File: config.mk
export PLATFORM = sky130hd
export DESIGN_NAME = input_rom_feeder
export DESIGN_NICKNAME = d
export VERILOG_FILES = /design/src/rtl/input_rom_feeder.sv
export SDC_FILE = /design/constraint.sdc
export NUM_CORES = 1
export LEC_CHECK = 0
export ABC_AREA = 1
export CAP_MARGIN = 20
export CORE_MARGIN = 2
export CORE_UTILIZATION = 30
export DETAILED_ROUTE_END_ITERATION = 12
export GPL_TIMING_DRIVEN = 0
export PLACE_DENSITY = 0.57
export SYNTH_ARGS = -nofsm -noshare
export SYNTH_HDL_FRONTEND = slang
export SYNTH_SLANG_ARGS = --single-unit
export TNS_END_PERCENT = 100
File: constraint.sdc
create_clock -name clk -period 2.5 [get_ports clk]
set_input_delay 0.5 -clock clk [delete_from_list [all_inputs] [get_ports clk]]
set_output_delay 0.5 -clock clk [all_outputs]
set_load 0.005 [all_outputs]
File: src/rtl/input_rom_feeder.sv
// Streams NUM_FRAMES passes over a synchronous ROM (addresses 0..LAST_ADDR) into a downstream FIFO write port.
// First byte appears 2 cycles after start; a 2-entry skid (output register + one spare) absorbs the ROM latency under full.
module input_rom_feeder #(
  parameter int ADDR_W     = 12,
  parameter int DATA_W     = 8,
  parameter int LAST_ADDR  = 4095,
  parameter int NUM_FRAMES = 1
) (
  input  logic              clk,
  input  logic              rst_n,
  input  logic              start,
  output logic [ADDR_W-1:0] rom_addr,
  input  logic [DATA_W-1:0] rom_data,
  input  logic              full,
  output logic [DATA_W-1:0] data_in,
  output logic              in_en,
  output logic              busy,
  output logic              done,
  output logic [7:0]        frame_cnt
);

  localparam logic [1:0] S_IDLE   = 2'd0;
  localparam logic [1:0] S_PRIME  = 2'd1;
  localparam logic [1:0] S_STREAM = 2'd2;
  localparam logic [1:0] S_FLUSH  = 2'd3;

  logic [1:0]        state;
  logic              rd_pend;   // a ROM read is in flight; its data is on rom_data this cycle
  logic              rd_last;   // that read is the last address of a frame
  logic              out_last;
  logic [DATA_W-1:0] sk_dat;
  logic              sk_vld;
  logic              sk_last;
  logic [7:0]        frm_iss;

  logic       xfer;
  logic       at_last;
  logic       final_addr;
  logic       issue;
  logic [1:0] occ_next;

  assign xfer       = in_en & ~full;
  // Occupancy once this cycle's transfer and in-flight read settle; a new read needs room for one more.
  assign occ_next   = {1'b0, in_en} + {1'b0, sk_vld} + {1'b0, rd_pend} - {1'b0, xfer};
  assign at_last    = (rom_addr == ADDR_W'(LAST_ADDR));
  assign final_addr = at_last && (frm_iss == 8'(NUM_FRAMES - 1));
  assign issue      = ((state == S_IDLE) && start) ||
                      (((state == S_PRIME) || (state == S_STREAM)) && (occ_next <= 2'd1));

  always_ff @(posedge clk) begin
    if (!rst_n) begin
      state     <= S_IDLE;
      rom_addr  <= '0;
      data_in   <= '0;
      in_en     <= 1'b0;
      busy      <= 1'b0;
      done      <= 1'b0;
      frame_cnt <= 8'd0;
      rd_pend   <= 1'b0;
      rd_last   <= 1'b0;
      out_last  <= 1'b0;
      sk_dat    <= '0;
      sk_vld    <= 1'b0;
      sk_last   <= 1'b0;
      frm_iss   <= 8'd0;
    end else begin
      done <= 1'b0;

      if (!in_en || xfer) begin
        if (sk_vld) begin
          data_in  <= sk_dat;
          out_last <= sk_last;
          in_en    <= 1'b1;
          sk_vld   <= rd_pend;
          sk_dat   <= rom_data;
          sk_last  <= rd_last;
        end else if (rd_pend) begin
          data_in  <= rom_data;
          out_last <= rd_last;
          in_en    <= 1'b1;
        end else begin
          in_en <= 1'b0;
        end
      end else if (rd_pend) begin
        sk_dat  <= rom_data;
        sk_last <= rd_last;
        sk_vld  <= 1'b1;
      end

      if (xfer && out_last && (frame_cnt != 8'hFF))
        frame_cnt <= frame_cnt + 8'd1;

      rd_pend <= issue;
      if (issue) begin
        rd_last  <= at_last;
        rom_addr <= at_last ? '0 : rom_addr + ADDR_W'(1);
        if (at_last)
          frm_iss <= frm_iss + 8'd1;
      end

      case (state)
        S_IDLE: begin
          if (start) begin
            state     <= final_addr ? S_FLUSH : S_PRIME;
            busy      <= 1'b1;
            frame_cnt <= 8'd0;
          end
        end
        S_PRIME: begin
          state <= final_addr ? S_FLUSH : S_STREAM;
        end
        S_STREAM: begin
          if (issue && final_addr)
            state <= S_FLUSH;
        end
        S_FLUSH: begin
          if (occ_next == 2'd0) begin
            state   <= S_IDLE;
            busy    <= 1'b0;
            done    <= 1'b1;
            frm_iss <= 8'd0;
          end
        end
        default: state <= S_IDLE;
      endcase
    end
  end

endmodule

# Yosys cells after proc, flatten, opt, wreduce, memory -nomap -nowiden
# Cells that the tools add are included.
[word_totals]
inputBits = 12
reg_bits = 54
elab_cells = 84
out_inout_bits = 31
[op_classes]
bitwise_logic = 2
eq_ne = 9
muxes = 31
n_lt_le_gt_ge = 1
n_reduce_logical = 21
addsub = 6
[op_table]
columns = ["op", "n"]
rows = [
  ["$mux 8", 11],
  ["$add 8x1->8 const B", 2],
  ["$mux 1", 13],
  ["$add 12x1->12 const B", 1],
  ["$eq 12x12->1 const B", 1],
  ["$mux 12", 1],
  ["$logic_not 8->1", 1],
  ["$mux 2", 4],
  ["$ne 8x8->1 const B", 1],
  ["$pmux 2 s4", 1],
  ["$logic_and 1x1->1", 6],
  ["$ne 2x2->1 const B", 3],
  ["$reduce_and 2->1", 3],
  ["$reduce_and 3->1", 2],
  ["$reduce_bool 2->1", 3],
  ["$eq 2x2->1 const B", 2],
  ["$logic_not 2->1", 2],
  ["$logic_or 1x1->1", 3],
  ["$add 1x1->2", 1],
  ["$add 2x1->2", 1],
  ["$eq 2x1->1 const B", 1],
  ["$le 2x1->1 const B", 1],
  ["$ne 2x1->1 const B", 1],
  ["$pmux 1 s2", 1],
  ["4 further kinds", 4],
]

# Depth between registers and ports, before layout
# Gate-level depths: netlist of the first run.
[logic_depth]
word_depth = 9
depth_mapped = 15
depth_no_buf = 15

# Worst setup path before layout of the first run
# OpenSTA, ideal clock, no wires.
[synth_path]
path_type = "register -> register"
from = "register in_en"
to = "register frm_iss[1]"
slack_ns = 0.345
path_stages_with_launch = 12
t_required_ns = 2.384
synth_period_minus_slack_ns = 2.155
t_arrival_ns = 2.039
n_path_buf = 0
setup_time_ns = 0.116
cell_sequence = "dfxtp_1 -> inv_1 -> nor2_1 -> ha_1 -> inv_1 -> fa_1 -> nand3b_1 -> or2_2 -> nand2_1 -> inv_1 -> o21ai_0 -> nor2_1"
[synth_via]
elab_chain_cells = 9
word_cells_on_any_way = 11
classes_between = "add/sub: 3; order compare: 1; mux: 3; bitwise: 1; reduce/logical: 3"
[synth_lines]
columns = ["item", "line_no", "text"]
rows = [
  ["start: declaration", "16", "output logic in_en,"],
  ["start signal: assignment", "55", "in_en <= 1'b0;"],
  ["start signal: assignment", "73", "in_en <= 1'b1;"],
  ["start signal: assignment", "80", "in_en <= 1'b1;"],
  ["$add 1x1->2", "44", "assign occ_next = {1'b0, in_en} + {1'b0, sk_vld} + {1'b0, rd_pend} - {1'b0, xfer};"],
  ["$add 2x1->2", "44", ""],
  ["$sub 2x1->2 *", "44", ""],
  ["$le 2x1->1", "48", "(((state == S_PRIME) || (state == S_STREAM)) && (occ_next <= 2'd1));"],
  ["$logic_and 1x1->1", "48", ""],
  ["$logic_or 1x1->1", "47", "assign issue = ((state == S_IDLE) && start) ||"],
  ["$mux 8", "94", "if (issue) begin"],
  ["$mux 8", "117", "if (occ_next == 2'd0) begin"],
  ["$mux 8 *", "101", "case (state)"],
  ["end signal: assignment", "98", "frm_iss <= frm_iss + 8'd1;"],
  ["end: declaration", "34", "logic [7:0] frm_iss;"],
]
# Mark *: on every way between the ends. The rest lies on a longest branch, timed or not.
# A chain may end at the register's enable or synchronous reset.

# Final worst setup path of the first run
[layout_path]
from = "register rd_pend"
to = "register frm_iss[0]"
[layout_via]
elab_chain_cells = 8
word_cells_on_any_way = 9
classes_between = "add/sub: 2; order compare: 1; mux: 3; reduce/logical: 3"
[layout_lines]
columns = ["item", "line_no", "text"]
rows = [
  ["start: declaration", "28", "logic rd_pend;"],
  ["start signal: assignment", "93", "rd_pend <= issue;"],
  ["$add 2x1->2 *", "44", ""],
  ["$sub 2x1->2 *", "44", ""],
  ["$le 2x1->1", "48", ""],
  ["$logic_and 1x1->1", "48", ""],
  ["$logic_or 1x1->1", "47", ""],
  ["$mux 8", "94", ""],
  ["$mux 8", "117", ""],
  ["$mux 8 *", "101", ""],
]
# Marks and branches as above.

==> results of run 1 <==
-- power groups by stage --
| stage | Clock [uW] | Sequential, uW | Combinational, uW |
|---|---|---|---|
| 2_1_floorplan | 0 | 1110 | 547 |
| 4_1_cts | 535 | 1110 | 920 |
| 6_report | 510 | 1110 | 911 |
| 5_1_grt | 562 | 1130 | 1030 |
| 3_5_place_dp | 0 | 1130 | 900 |
| 3_3_place_gp | 0 | 1130 | 895 |
-- Yosys cell counts (3+ instances only) --
cell       n  area [um^2]
nand2_1   96          360
dfxtp_1   54         1080
inv_1     45          169
nor2_1    44          165
a21oi_1   27          135
o21ai_0   26          130
nand3_1   17         85.1
a31oi_1    9         56.3
ha_1       9          113
nand4_1    9         56.3
xor2_1     9         78.8
nand2_2    6         37.5
nor3b_1    4         30.0
a211oi_1   3         22.5
clkbuf_1   3         11.3
nor3_1     3         15.0
-- cells by family after synthesis --
kind of cell	count (synthesis)	share of synthesized area, %
buffers and inverters	57	8.59
AND/OR/NAND/NOR	190	30.4
flip-flops	54	38.8
AO/OA/AOI/OAI	70	14.3
XOR/XNOR	10	3.15
adder cells (fa/ha/maj)	10	4.77
-- flip-flops by register name, indices dropped and copies added, names as in the netlist --
register and count:
sk_vld 1, frm_iss 8, in_en 1, rom_addr 12, rd_pend 1, sk_dat 8, sk_last 1, busy 1
state 2, frame_cnt 8, rd_last 1, out_last 1, data_in 8, done 1
-- cell usage in the layout, fill, tap and decap left out, types with 2 or more instances in the layout --
cell type / netlist / final
xor2_1: 9 / 9
clkbuf_8: 0 / 5
nand2_2: 6 / 6
nor3_1: 3 / 3
nor2_4: 2 / 2
buf_2: 2 / 2
nor3b_1: 4 / 4
nor2_1: 44 / 43
inv_1: 45 / 45
o211ai_1: 2 / 2
nor2_2: 2 / 3
inv_2: 2 / 2
a31oi_1: 9 / 9
buf_4: 2 / 2
or2_2: 2 / 2
dfxtp_1: 54 / 53
a21oi_1: 27 / 27
a211oi_1: 3 / 3
ha_1: 9 / 9
nand2_1: 96 / 95
clkdlybuf4s50_1: 0 / 41
buf_6: 2 / 2
nand4_1: 9 / 9
nand3_1: 17 / 17
clkbuf_1: 3 / 3
clkinv_4: 0 / 3
o21ai_0: 26 / 26
-- critical path, stage by stage, from the launching register on --
cell     delay [ps]
dfxtp_1         450
inv_1            70
ha_1            270
inv_1            40
fa_1            370
nand2_1         100
nand3_1         120
nand2_4         150
inv_2           100
nor2_4          130
nand2_2          80
nor2_2          170
nor2_1           60
nor2_1          100
-- how the worst min path moves through the flow --
stage	to	start
3_5_place_dp	sk_dat[4]	sk_dat[4]
5_1_grt	sk_dat[4]	sk_dat[4]
6_report	sk_last	sk_last
3_3_place_gp	sk_dat[6]	sk_dat[6]
2_1_floorplan	sk_dat[7]	sk_dat[7]
4_1_cts	sk_dat[4]	sk_dat[4]
-- per-stage QoR --
| step | hold WS [ps] | setup TNS [ps] | instances | util [%] |
|---|---|---|---|---|
| floorplan | 423 | 0 | 391 | - |
| global placement | 430 | -9240 | 544 | 36.7 |
| detailed placement | 434 | -9590 | 544 | 36.7 |
| CTS | 451 | 0 | 552 | 37.8 |
| global route | 464 | 0 | 552 | 37.8 |
| finish | 450 | 0 | 552 | 37.8 |
-- routing by layer --
metal	wire [um]	track usage (%)	up-vias
met5	0	0	-
met4	95	4.43	0
met3	225	2.23	7
met2	2980	22.4	42
met1	3250	18.6	1165
li1	-	-	1363
-- layout make-up --
class,instances,area [um^2]
clock buffers,5,68.8
inverters,48,180
clock inverters,3,26.3
repair buffers,42,415
well taps,111,139
multi-input cells,280,1470
fillers,982,5670
plain buffers,9,58.8
flip-flops and latches,54,1080
-- timing repair --
| item | 4_1_cts | 5_1_grt |
|---|---|---|
| endpoints found under the setup margin | 16 | 2 |
| hold buffers | 0 | 0 |
| endpoints found under the hold margin | 0 | 0 |
| gates resized for setup | 4 | 3 |
==> reports/metrics.cfg, run 1 <==
[detailed_routing]
firstDrtPassIters=4
drc_errors=0
drt_wl_total_mm=6.56
ant_nets=0
post_drt_wl_per_cell_um=11.9
viasPerCell=4.67
drt-initial-drc-count=73
vias=2577

[outcome]
status=finished clean

[power]
pwr-share-clk_pct=20.2
total_power_uw=2530
internal-power_uw=1580
vdd_ir_drop_max_mv=0.234
power.density_nw_per_um2=735
pwr-share-comb_pct=36.0
cellLeakagePower_uw=0.00130
netSwitchingFraction_pct=37.6
p_sw_uw=951
seqPwrFrac_pct=43.9

[grt]
grt_pass1_vias=2368
track_usage_pct=13.7
antenna_found_initial=0
grt_max_degree=19
grt_pass1_wl_mm=11.3
grt_overflow=0

[floorplanning]
rows=35
die_w_um=100
core_region_area_um2=9110
dieArea_um2=10100
die_h_um=100
ios=43
initial_core_util_pct=30.5

[sta]
finClkSkew_ps=4.50
postLayoutSetupSlackWorst_ps=238
setup_viol=0
finalHoldViolations=0
finalCriticalPeriod_ps=2260
finalCritPeriodShare_pct=90.5
fmax_mhz=442
slew_violations=0
max_slew_margin_pct=66.4
rsz0062_at_grt=no
worst_pin_slew_ps=504

[place]
place_congestion=0.831
place_ws_ps=-575
portBuffers=42
post-dp-hpwl_mm=4.92
placed_area_um2=3340

[critical_path]
endpoint=frm_iss[0]
r2r_start=rd_pend
worstPathArrival_ps=2520
r2r_cells=13
reg2reg_slack_ps=240
crit_fanout=10
cp-end-kind=flop
timing.rr.end=frm_iss[0]
worstPathRequired_ps=2760
cp-startpoint=rd_pend
critPathKind=reg2reg
cp-start-kind=flop

[final_layout]
finalNetCount=462
postLayoutCellArea_um2=3440
drive_above_1_share_pct=8.16
antenna_cells=0
syn2layout_area_growth_pct=23.7

[clock_tree]
numCtsBuffers=5
cts_setup_buffers=0
cts_root_buf=clkbuf_8
clock-sinks=54
clkSlewWorstSetupHoldPaths_ps=100
h-tree-depth=2
clock_latency_ps=310
clock_path_buffers=2
cts_tree=done

[synth]
syn-instance-count=391
syn_nets=413
syn_area_um2=2780
syn_avg_cell_area_um2=7.12
ys_seq_area_share_pct=38.8
synth_ff_type=dfxtp_1
async_flop_share_pct=0
synth_edf_count=0
ys_types=35
ys_ff_latch=54
yosysWarnings=0

[worst_hold_path]
hold_class=reg2reg
hold_depth=2

[job]
drv_cap=0

No activity file was read; power rests on OpenSTA's default activity.
==> run 2, diff against run 1 <==
- GPL_ROUTABILITY_DRIVEN: default -> 0
==> results of run 2 <==
The final DEF is identical to that of run 1; final timing and power are the same.
